--- config.mk ---
export PLATFORM = sky130hd
export DESIGN_NAME = br_amba_axi_isolate_req_ctrl
export DESIGN_NICKNAME = d
export VERILOG_FILES = /design/src/rtl/br_amba_axi_isolate_req_ctrl.sv
export SDC_FILE = /design/constraint.sdc
export NUM_CORES = 1
export LEC_CHECK = 0
export BUFFER_PORTS_ARGS = -buffer_cell sky130_fd_sc_hd__buf_2
export CAP_MARGIN = 15
export CORE_MARGIN = 5
export CORE_UTILIZATION = 30
export CTS_CLUSTER_DIAMETER = 200
export DETAILED_ROUTE_END_ITERATION = 10
export PLACE_DENSITY = 0.48
export SLEW_MARGIN = 10
export SYNTH_ARGS = -nofsm -noshare
export SYNTH_HDL_FRONTEND = slang
export SYNTH_SLANG_ARGS = --single-unit
--- constraint.sdc ---
create_clock -name clk -period 3.5 [get_ports clk]
set_input_delay 0.175 -clock clk [delete_from_list [all_inputs] [get_ports clk]]
set_output_delay 0.175 -clock clk [all_outputs]
set_load 0.02 [all_outputs]
--- src/rtl/br_amba_axi_isolate_req_ctrl.sv ---
// Initiator side of the isolate_req/isolate_done 4-phase handshake. It also drives the
// downstream reset pulse after isolation and keeps a sticky timeout flag for a stalled responder.
module br_amba_axi_isolate_req_ctrl #(
  parameter int TimeoutCycles         = 1024,
  parameter int DownstreamResetCycles = 4
) (
  input  logic clk,
  input  logic rst,
  input  logic isolate_cmd,
  output logic isolate_req,
  input  logic isolate_done,
  output logic downstream_rst,
  output logic isolated,
  output logic busy,
  output logic timeout_err,
  input  logic timeout_err_clear
);

  function automatic int clamped_clog2(input int v);
    return (v <= 1) ? 1 : $clog2(v);
  endfunction

  localparam int TW = clamped_clog2(TimeoutCycles + 1);
  localparam int RW = clamped_clog2(DownstreamResetCycles + 1);
  localparam bit TO_EN = (TimeoutCycles > 0);
  localparam logic [TW-1:0] TO_MAX   = TW'(TimeoutCycles);
  localparam logic [TW-1:0] TO_LAST  = TW'((TimeoutCycles > 0) ? TimeoutCycles - 1 : 0);
  localparam logic [RW-1:0] RST_LOAD = RW'(DownstreamResetCycles);

  typedef enum logic [1:0] {IDLE, ISOLATING, ISOLATED, DEISOLATING} state_t;

  state_t        state, state_nxt;
  logic [RW-1:0] rst_cnt, rst_cnt_nxt;
  logic [TW-1:0] to_cnt, to_cnt_nxt;
  logic          to_set;

  assign busy     = (state == ISOLATING) || (state == DEISOLATING);
  assign isolated = (state == ISOLATED) && (rst_cnt == '0);

  always_comb begin
    state_nxt   = state;
    rst_cnt_nxt = rst_cnt;
    to_cnt_nxt  = to_cnt;
    to_set      = 1'b0;
    case (state)
      IDLE:        if (isolate_cmd) state_nxt = ISOLATING;
      ISOLATING: begin
        if (isolate_done) begin
          state_nxt   = ISOLATED;
          rst_cnt_nxt = RST_LOAD;
        end
      end
      // A release request waits for the downstream reset pulse to finish.
      ISOLATED: begin
        if (rst_cnt != '0)     rst_cnt_nxt = rst_cnt - 1'b1;
        else if (!isolate_cmd) state_nxt   = DEISOLATING;
      end
      DEISOLATING: if (!isolate_done) state_nxt = IDLE;
      default:     state_nxt = IDLE;
    endcase

    // The timeout count restarts on every phase change and advances only while stuck waiting.
    if (state_nxt != state) begin
      to_cnt_nxt = '0;
    end else if (busy) begin
      to_set = TO_EN && (to_cnt == TO_LAST);
      if (to_cnt != TO_MAX) to_cnt_nxt = to_cnt + 1'b1;
    end
  end

  always_ff @(posedge clk) begin
    if (rst) begin
      state          <= IDLE;
      isolate_req    <= 1'b0;
      downstream_rst <= 1'b1;
      rst_cnt        <= '0;
      to_cnt         <= '0;
      timeout_err    <= 1'b0;
    end else begin
      state          <= state_nxt;
      isolate_req    <= (state_nxt == ISOLATING) || (state_nxt == ISOLATED);
      downstream_rst <= (state_nxt == ISOLATED) && (rst_cnt_nxt != '0);
      rst_cnt        <= rst_cnt_nxt;
      to_cnt         <= to_cnt_nxt;
      // When set and clear arrive together, the set takes priority.
      timeout_err    <= to_set | (timeout_err & ~timeout_err_clear);
    end
  end

endmodule

==> flow_summary.toml <==
[clock_tree]
clock_sinks = 19
clk_latency_ns = 0.25
cts_setup_buffers = 0
ctsLongestPathBuffers = 2
cts_max_level = 1
cts_hold_buf = 0
cts_tree = "done"
cts_buffers = 3
cts_root_buf = "clkbuf_8"
cts_resized = 0
path_clk_slew_ns = 0.07

[timing]
fin_crit_sh_pct = 61.8
min_period_ns = 2.16
final-max-slew-violation-count = 0
tns_ns = 0
final_hold_viol_count = 0
timing.fmax_mhz = 462
setup_viol = 0
worst_pin_slew_ns = 0.841
slew_headroom_pct = 43.8
fin_ws_ns = 1.34
rsz0062_at_grt = "false"
fin_skew_ns = 0.00167

[synth]
ys_seq_elements = 19
synth_edf_count = 0
yosysSeqAreaShare_pct = 33.2
ys_types = 43
async_flop_share_pct = 0
syn_nets = 141
yosys_most_used_dff = "dfxtp_1"
syn_area_per_cell_um2 = 9.03
yosysWarnings = 0
syn_area_mm2 = 0.00115
synthCells = 127

[layout]
fin_cells = 185
area_growth_pct = 11.5
final_layout_size_suffix_gt1_share_pct = 21.9
fin_nets = 152
diodes = 0
fin_util_pct = 34.7

[power_and_ir_drop]
ir_drop_mv = 0.168
power.density_mw_per_mm2 = 370
leakage_nw = 0.485
finalPower_mw = 0.474
p_sw_mw = 0.140
power_frac_seq_pct = 48.4
intPower_mw = 0.334
power_frac_clock_pct = 32.7
swShare_pct = 29.6
power_frac_comb_pct = 18.9

[worst_setup_path]
ff2ff_path_depth = 6
crit_chain = "inv_1 > ha_1 > and4bb_4 > a211oi_4 > o211ai_2 > o31ai_2"
ff2ff_setup_slack_ns = 1.34
startpoint_type = "flop"
critical-path-max-stage-delay_ns = 0.45
reg2reg_to = "timeout_err"
crit_family = "compound AO/OA/AOI/OAI gates"
critPathSlowestCell = "dfxtp_1"
crit_fanout = 12
crit_path_end_kind = "flop"
arrival_ns = 2.33
crit_type = "flop to flop"
r2r_start = "state[0]"
cp-startpoint = "state[0]"
required_ns = 3.67
critPathBufInv = 1

[drt]
vias = 920
drt-vias-per-instance = 4.97
drc = 0
ant_nets = 0
totalWireLength_mm = 2.27
first_pass_iters = 4
drtIter0Drc = 28
wl_per_cell_um = 12.3

[flow_run]
maxCapViolCount = 0

[worst_hold_path]
min_to = "timeout_err"
worstHoldStart = "timeout_err_clear"
min_path_type = "input pin to flop"
hold_depth = 4

[run_status]
status = "finished, final reports clean"

[floorplan]
coreArea_mm2 = 0.00369
dieArea_mm2 = 0.00516
die_y_um = 71.8
num_io_pins = 10
fp.dieW_um = 71.8
initial_core_util_pct = 31.1
rows = 22

[place]
hpwl_mm = 1.75
io_buffer_count = 9
routabilityCongestion = 0.793
post-place-cells = 181
dp_slack_ns = 1.31

[global_routing]
grt_pass1_wl_mm = 3.88
grt.overflow.total = 0
antenna_found_initial = 0
grt_max_degree = 13
grt_pass1_vias = 870
grt_usage_pct = 9.45
## area by class of cell
type                       count  area, um^2
fill                         405        2410
multi-input combinational     94         706
sequential                    19         380
tap                           48        60.1
timing repair buffer           9        45.0
clock buffer                   3        41.3
inverter                      11        41.3
clock inverter                 1        5.00
## worst max-delay path by stage
stage / cells past startpoint / to / slack, ns
detailed placement: 6 / timeout_err / 1.31
finish: 6 / timeout_err / 1.34
global placement: 6 / timeout_err / 1.36
CTS: 6 / timeout_err / 1.29
global route: 6 / timeout_err / 1.15
floorplan: 7 / isolate_req / 1.79
## layer usage
| layer | vias up | share of wire, % | track usage [%] |
|---|---|---|---|
| met5 | - | 0 | 0 |
| met4 | 0 | 1.5 | 3.97 |
| met3 | 4 | 3.3 | 2.66 |
| met2 | 18 | 44 | 14.4 |
| met1 | 430 | 52 | 12.4 |
| li1 | 468 | - | - |
## cell families after synthesis
family                   count (synthesis)  share of synthesized area, %
XOR/XNOR                                 9                          6.87
adder cells (fa/ha/maj)                  9                          9.81
AO/OA/AOI/OAI                           23                          17.2
flip-flops                              19                          33.2
buffers and inverters                   14                          5.34
multiplexers                             2                          1.74
AND/OR/NAND/NOR                         51                          25.8
## metrics by stage
step                hold WS (ns)  area [um^2]
finish                     0.192         1280
floorplan                  0.367         1150
global placement           0.449         1230
CTS                        0.191         1280
global route               0.218         1280
detailed placement         0.471         1230
## flip-flops by register name, summed over array words and instances (netlist names)
register	cells
rst_cnt	3
to_cnt	11
isolate_req	1
state	2
timeout_err	1
downstream_rst	1
## cell usage after synthesis, types with 2 or more instances
cell type  instances  share of area, %
a31oi_1            2               1.1
ha_1               9               9.8
nand2_1            8               2.6
nor3_1             2              0.87
and4_1             2               1.5
nor4_1             2               1.1
xnor2_1            3               2.3
xor2_1             6               4.6
nand2b_1           2               1.1
dfxtp_1           19                33
a21oi_1            4               1.7
nor2_2             9               4.9
nand4_1            5               2.7
inv_1             11               3.6
and2_1             2               1.1
mux2i_1            2               1.7
o32ai_1            2               1.5
nor2_1            12               3.9
## worst min-delay path, stage by stage
cell and delay, ns:
buf_2 0.07, nor2_1 0.03, nand2_1 0.07, o31ai_2 0.06
## power groups by stage
stage               sequential [mW]  clock [mW]  combinational [mW]
detailed placement            0.234           0              0.0897
CTS                           0.229       0.163              0.0901
global placement              0.234           0              0.0895
finish                        0.229       0.155              0.0893
global route                  0.230       0.170              0.0990
floorplan                     0.236           0              0.0696
## placed cells by master, fill, tap and decap left out, types with 2 or more instances in the layout
cell type	Yosys	final
a21oi_1	4	4
a31oi_1	2	2
and2_1	2	2
and4_1	2	2
buf_2	1	9
clkbuf_8	0	3
dfxtp_1	19	19
ha_1	9	9
inv_1	11	11
mux2i_1	2	2
nand2_1	8	8
nand2b_1	2	2
nand4_1	5	5
nor2_1	12	12
nor2_2	9	9
nor3_1	2	2
nor4_1	2	2
o32ai_1	2	2
xnor2_1	3	3
xor2_1	6	6
No activity file was read; power rests on OpenSTA's default activity.
